File: config.mk
export PLATFORM = sky130hd
export DESIGN_NAME = fetch_unit
export DESIGN_NICKNAME = d
export VERILOG_FILES = /design/src/rtl/fetch_unit.sv
export SDC_FILE = /design/constraint.sdc
export NUM_CORES = 1
export LEC_CHECK = 0
export BUFFER_PORTS_ARGS = -buffer_cell sky130_fd_sc_hd__buf_4
export CORE_ASPECT_RATIO = 1.4
export CORE_MARGIN = 2
export CORE_UTILIZATION = 50
export DETAILED_ROUTE_END_ITERATION = 16
export PLACE_DENSITY = 0.76
export SYNTH_ARGS = -nofsm -noshare
export SYNTH_HDL_FRONTEND = slang
export SYNTH_SLANG_ARGS = --single-unit
File: constraint.sdc
create_clock -name clk -period 1.94 [get_ports clk]
set_input_delay 0.097 -clock clk [delete_from_list [all_inputs] [get_ports clk]]
set_output_delay 0.097 -clock clk [all_outputs]
set_load 0.02 [all_outputs]
File: src/rtl/fetch_unit.sv
// Instruction fetch stage: drives the instruction-memory request, fills the IF/ID
// register, absorbs one in-flight word in a skid entry under stall, and squashes redirected fetches.
module fetch_unit #(
  parameter logic [31:0] RESET_PC = 32'h0000_0000
) (
  input  logic        clk,
  input  logic        rst_n,
  input  logic        branch,
  input  logic [31:0] branch_address,
  input  logic        stall,
  output logic        imem_req,
  output logic [31:0] imem_addr,
  input  logic        imem_ready,
  input  logic [31:0] imem_rdata,
  output logic [31:0] pc,
  output logic [31:0] if_id_ins,
  output logic [31:0] if_id_pc,
  output logic        if_id_valid
);

  localparam int unsigned XLEN = 32;

  typedef enum logic {RUN, SQUASH} state_t;

  state_t            state, state_n;
  logic [XLEN-1:0]   pc_n, if_id_ins_n, if_id_pc_n;
  logic              if_id_valid_n;
  logic [XLEN-1:0]   skid_ins, skid_ins_n, skid_pc, skid_pc_n;
  logic              skid_full, skid_full_n;
  logic [XLEN-1:0]   sq_addr, sq_addr_n;
  logic              imem_req_n;
  logic [XLEN-1:0]   imem_addr_n;
  logic              xfer_c;
  logic [XLEN-1:0]   target_c;

  assign xfer_c   = imem_req && imem_ready;
  assign target_c = {branch_address[XLEN-1:2], 2'b00};

  // Next-state and next-output logic
  always_comb begin
    state_n       = state;
    pc_n          = pc;
    if_id_ins_n   = if_id_ins;
    if_id_pc_n    = if_id_pc;
    if_id_valid_n = if_id_valid;
    skid_ins_n    = skid_ins;
    skid_pc_n     = skid_pc;
    skid_full_n   = skid_full;
    sq_addr_n     = sq_addr;

    unique case (state)
      RUN: begin
        if (stall) begin
          // Word arriving while ID holds is parked so the request can retire
          if (xfer_c) begin
            skid_ins_n  = imem_rdata;
            skid_pc_n   = imem_addr;
            skid_full_n = 1'b1;
            pc_n        = pc + XLEN'(4);
          end
        end else if (branch) begin
          if_id_valid_n = 1'b0;
          skid_full_n   = 1'b0;
          pc_n          = target_c;
          if (imem_req && !imem_ready) begin
            state_n   = SQUASH;
            sq_addr_n = imem_addr;
          end
        end else if (skid_full) begin
          if_id_ins_n   = skid_ins;
          if_id_pc_n    = skid_pc;
          if_id_valid_n = 1'b1;
          skid_full_n   = 1'b0;
        end else if (xfer_c) begin
          if_id_ins_n   = imem_rdata;
          if_id_pc_n    = imem_addr;
          if_id_valid_n = 1'b1;
          pc_n          = pc + XLEN'(4);
        end else begin
          if_id_valid_n = 1'b0;
        end
      end
      SQUASH: begin
        // Stale request must still complete; only the fetch target may move
        if (branch && !stall) pc_n = target_c;
        if (xfer_c) state_n = RUN;
      end
      default: state_n = RUN;
    endcase

    imem_req_n  = (state_n == SQUASH) ? 1'b1 : !skid_full_n;
    imem_addr_n = (state_n == SQUASH) ? sq_addr_n : pc_n;
  end

  // State and registered outputs
  always_ff @(posedge clk or negedge rst_n) begin
    if (!rst_n) begin
      state       <= RUN;
      pc          <= RESET_PC;
      if_id_ins   <= '0;
      if_id_pc    <= '0;
      if_id_valid <= 1'b0;
      skid_ins    <= '0;
      skid_pc     <= '0;
      skid_full   <= 1'b0;
      sq_addr     <= '0;
      imem_req    <= 1'b0;
      imem_addr   <= RESET_PC;
    end else begin
      state       <= state_n;
      pc          <= pc_n;
      if_id_ins   <= if_id_ins_n;
      if_id_pc    <= if_id_pc_n;
      if_id_valid <= if_id_valid_n;
      skid_ins    <= skid_ins_n;
      skid_pc     <= skid_pc_n;
      skid_full   <= skid_full_n;
      sq_addr     <= sq_addr_n;
      imem_req    <= imem_req_n;
      imem_addr   <= imem_addr_n;
    end
  end

endmodule
==> run summary, run 1 <==
sequential area share after synthesis: 0.564
final setup fails: 9
count of input and output buffers: 196
TritonCTS buffer count: 22
RSZ-0062 raised after global routing: true
I/O pin cnt: 199
PD cells: 1500 nW/um^2
DP Area: 12,500 um^2
post-DP HPWL: 17,900 um
outcome: complete, but fails checks
Post-synth EDFFs: 0
1st-pass router iterations: 5
detailed-route wire length per cell: 18.1 um
final WL: 26,200 um
top cell type's share of synthesized area: 0.564
WS Path Type: register to register
Synth Instances: 869
largest net degree at the start of global routing: 85
syn nets: 939
violated checks: setup timing
M2 GR Usage: 0.415
final slew viol count: 0
routed vias: 7,933
FILL cells: 1,443
Slew @ Worst Pin: 0.492 ns
most frequent cells in the layout: 269 x buf_4, 214 x dfrtp_1, 113 x mux2_2, 102 x nand2_1, 81 x o21ai_0
Worst-Skew Late Latency: 0.50 ns
Iteration-0 DRC Markers: 483
post-synth cell types: 64
Slew headroom: 0.668
final worst slack: -0.0541 ns
maximum clock rate: 0.501 GHz
vias in the first global route: 7,959
met3 usage: 0.0322
Max Buffers Root-to-Sink: 3
Placer Congestion: 0.918
Cell Area, Synth: 10,100 um^2
crit path time final: 1.99 ns
Core Region: 19,800 um^2
post-route ant nets: 0
Pwr Total: 21.1 mW
placed cells: 1,346
syn_area_per_cell: 11.6 um^2
final instance area: 14,000 um^2
gr busiest metal: met2
Final Skew: 0.00745 ns
Req. time, crit path: 2.32 ns
global-route wire length before repair: 41,600 um
register area: 5730 um^2
synth warn: 0
# rows: 61
Die W: 124 um
Starting Density: 0.510
CTS sink cnt: 228
dpl ws: -0.0455 ns
top post-synthesis cells by area: dfrtp_1 56%, mux2_2 13%, mux2i_1 6.8%
die area: 21,400 um^2
Synth-to-Final Area Change: 38.4%
ratio of cells with drive above 1 in the final layout: 0.411
Vias/cell: 5.48
Hold Violations, Final: 0
flops & latches, synth: 228
worst-path maximum fanout: 5
area of the multi-input gates: 4320 um^2
endpoint class of the critical path: register
Worst Setup Start Kind: register
worst IR drop on VDD: 0.717 mV
Worst EP arrival: 2.37 ns
Overall Global Routing Usage: 0.238
Leak Pwr: 6.53 nW
global route overflow: 0
non-filler cells, final: 1,447
die height: 172 um
root buffer cell: clkbuf_16
htree depth: 1
min-delay worst type: input pin to register
asr flop ratio synth: 1.00
NumNets Final: 1,251
Top FF cell, synth: dfrtp_1
initial antenna violation count: 0
fin crit share: 1.03
M1 GR Usage: 0.309
TritonCTS clock tree: built
Clock transition at path regs: 0.07 ns
most common cell after layout, fill and taps aside: buf_4
# DRC: 0
max cap viols: 0
dominant cell type by area after synthesis: dfrtp_1
antenna cell count: 0
==> final timing paths <==
check,endpoint,slack (ns),startpoint,cells past startpoint
min in group asynchronous,pc[30],0.13,rst_n,2
max in group asynchronous,pc[17],1.06,rst_n,3
min,pc[28],0.007,stall,2
min reg2reg,if_id_ins[6],0.48,if_id_ins[6],2
max reg2reg,imem_addr[23],-0.05,pc[8],7
max,imem_addr[23],-0.05,pc[8],7
==> report_power, final <==
part / leakage [nW] / switching, mW / internal (mW)
Clock: 0.370 / 1.76 / 2.56
Sequential: 2.76 / 1.35 / 6.84
Combinational: 3.41 / 4.51 / 4.08
==> critical path, cell delays in order (launching register included) <==
cell	delay, ns
dfrtp_2	0.39
nand4_4	0.16
buf_4	0.17
or4_4	0.43
nor2_4	0.14
and4_4	0.24
o41ai_4	0.09
mux2_4	0.27
==> layout make-up <==
cell class | count | share of cell area
flip-flops and latches | 228 | 0.409
clock buffers | 32 | 0.0485
multi-input cells | 578 | 0.308
inverters | 10 | 0.00268
clock inverters | 6 | 0.00420
well taps | 252 | 0.0225
repair buffers | 341 | 0.205
==> routing by layer <==
layer  routed length (um)  share of wire  up-vias
met5                    0              0        -
li1                     -              -     3698
met4                  775          0.030        0
met1                10700           0.41     3934
met3                 1360          0.052       45
met2                13300           0.51      256
==> sequential cells by signal, indices dropped and copies added, names as in the netlist <==
signal and flops:
if_id_valid 1, imem_req 1, imem_addr 32, if_id_ins 32, skid_pc 32, skid_full 1
sq_addr 32, if_id_pc 32, state 1, skid_ins 32, pc 32
==> logic make-up after synthesis <==
| family | count (synthesis) | synth area share |
|---|---|---|
| flip-flops | 228 | 0.564 |
| AND/OR/NAND/NOR | 231 | 0.113 |
| adder cells (fa/ha/maj) | 1 | 0.00124 |
| multiplexers | 184 | 0.197 |
| AO/OA/AOI/OAI | 153 | 0.0896 |
| buffers and inverters | 63 | 0.0281 |
| XOR/XNOR | 9 | 0.00779 |
==> synth_stat cells (all sizes together), types with 3 or more instances <==
master  instances
and3           10
and2            6
nor3            6
inv            10
and4            3
o221ai          3
xor2            5
nand2b          5
o311ai          3
a21oi          24
o21ai          86
dfrtp         228
o22ai           5
nand3          16
buf            14
nand2         104
clkbuf         39
mux2          115
a22oi           5
a31oi           8
mux2i          69
nand4           6
nor2b           4
nor2           49
nor4            5
or4             7
xnor2           4
==> what timing repair did <==
item | in CTS | in global routing
resized for setup | 7 | 31
pin swaps | 3 | 12
setup endpoints to repair | 21 | 29
endpoints found under the hold margin | 202 | 0
hold buffers | 56 | 0
setup buffers | 1 | 6
==> stage by stage <==
stage	util	setup TNS, ns	hold WS, ns
2_1_floorplan	-	-0.168	-0.199
3_3_place_gp	0.629	-0.00169	0.0657
3_5_place_dp	0.629	-0.142	0.0695
4_1_cts	0.697	-0.0312	0.00386
5_1_grt	0.706	-1.47	0.00152
6_report	0.706	-0.293	0.00687
Note: power is estimated with default switching activity, not from simulation.
==> run 2: changes to the inputs <==
--- a/config.mk
+++ b/config.mk
@@ -14,3 +14,4 @@
 export SYNTH_ARGS = -nofsm -noshare
 export SYNTH_HDL_FRONTEND = slang
 export SYNTH_SLANG_ARGS = --single-unit
+export TNS_END_PERCENT = 10
==> run summary, run 2 (synthesis results as in run 1) <==
outcome: complete, but fails checks
violated checks: setup timing
crit path launch: pc[10]
Pwr Total: 20.9 mW
worst IR drop on VDD: 0.681 mV
crit path time final: 1.98 ns
RSZ-0062 raised after global routing: true
Worst Setup Start Kind: register
final instance area: 13,800 um^2
# rows: 61
routed vias: 7,926
r2r setup slk: -0.04 ns
worst-path maximum fanout: 8
DP Area: 12,400 um^2
Overall Global Routing Usage: 0.242
WS Path Type: register to register
CTS sink cnt: 228
Die W: 124 um
count of input and output buffers: 196
Reg2Reg Depth: 7
Slew @ Worst Pin: 0.514 ns
largest net degree at the start of global routing: 84
Min Hold Slack: 0.0523 ns
antenna cell count: 0
Hold Violations, Final: 0
Worst-Skew Late Latency: 0.51 ns
maximum clock rate: 0.504 GHz
min-delay worst type: input pin to register
detailed-route wire length per cell: 18.2 um
Placer Congestion: 0.953
Req. time, crit path: 2.32 ns
RR Endpoint: imem_addr[24]
utilization after layout: 0.697
post-DP HPWL: 17,800 um
ratio of cells with drive above 1 in the final layout: 0.393
Leak Pwr: 6.44 nW
TritonCTS clock tree: built
root buffer cell: clkbuf_16
Synth-to-Final Area Change: 36.6%
fin crit share: 1.02
Iteration-0 DRC Markers: 562
vias in the first global route: 7,960
placed cells: 1,341
PD cells: 1510 nW/um^2
most common cell after layout, fill and taps aside: buf_4
max cap viols: 0
global route overflow: 0
initial antenna violation count: 0
Worst EP arrival: 2.36 ns
Clock transition at path regs: 0.06 ns
M1 GR Usage: 0.321
final WL: 26,200 um
TritonCTS buffer count: 22
Setup Buffers After CTS: 0
M2 GR Usage: 0.413
most frequent cells in the layout: 258 x buf_4, 216 x dfrtp_1, 114 x mux2_2, 102 x nand2_1, 82 x o21ai_0
Final Skew: 0.0218 ns
endpoint class of the critical path: register
final worst slack: -0.0447 ns
RR Startpoint: pc[10]
Slew headroom: 0.653
Vias/cell: 5.51
end point of the critical path: imem_addr[24]
die height: 172 um
FILL cells: 1,465
register area: 5720 um^2
post-route ant nets: 0
global-route wire length before repair: 42,100 um
htree depth: 1
met3 usage: 0.0303
non-filler cells, final: 1,438
final setup fails: 4
1st-pass router iterations: 5
I/O pin cnt: 199
NumNets Final: 1,241
Starting Density: 0.510
final slew viol count: 0
Core Region: 19,800 um^2
area of the multi-input gates: 4250 um^2
gr busiest metal: met2
Max Buffers Root-to-Sink: 3
# DRC: 0
die area: 21,400 um^2
-- run 2: cell type report --
| cell class | count | share of cell area |
|---|---|---|
| inverter | 10 | 0.00272 |
| tap | 252 | 0.0228 |
| clock buffer | 35 | 0.0478 |
| clock inverter | 4 | 0.00326 |
| multi-input combinational | 578 | 0.307 |
| sequential | 228 | 0.414 |
| timing repair buffer | 331 | 0.202 |
-- run 2: per-layer routing --
metal  vias to the layer above  part of all wire  wire (um)
li1                       3690                 -          -
met1                      3912              0.42      11000
met2                       271              0.50      13000
met3                        53             0.055       1430
met4                         0             0.031        823
met5                         -                 0          0
-- run 2: critical path: stages (launching register included) --
cell,delay [ns]
dfrtp_2,0.39
nand4_4,0.13
nor4_4,0.28
buf_6,0.18
nand2_1,0.09
o311ai_0,0.33
nand3_1,0.17
mux2_2,0.28
-- run 2: per-stage QoR --
step,worst slack (ns),TNS [ns]
after detailed placement,-0.0835,-0.235
after CTS,-0.0668,-0.137
after floorplan,-0.0471,-0.418
final,-0.0447,-0.0944
after global placement,0.000416,0
after global routing,-0.120,-1.18
-- run 2: worst min path at each step --
stage                  startpoint             to  slack (ns)  depth (start not counted)
3_3_place_gp                rst_n    sq_addr[25]       -0.03                          1
2_1_floorplan               rst_n   if_id_ins[0]       -0.20                          0
4_1_cts        branch_address[18]         pc[18]        0.02                          3
5_1_grt        branch_address[18]         pc[18]        0.06                          3
6_report       branch_address[18]         pc[18]        0.05                          3
3_5_place_dp                rst_n  imem_addr[25]       -0.02                          1
-- run 2: what timing repair did --
item,CTS,global route
hold buffers,57,1
hold endpoints to repair,323,1
pin swaps,2,1
resized for setup,8,16
setup endpoints to repair,18,22
gates cloned,0,0
-- run 2: report_power, final --
part           internal [mW]  switching, mW  leakage [nW]
combinational           4.01           4.50          3.33
clock                   2.46           1.74         0.348
sequential              6.84           1.31          2.76
total                   13.3           7.55          6.44
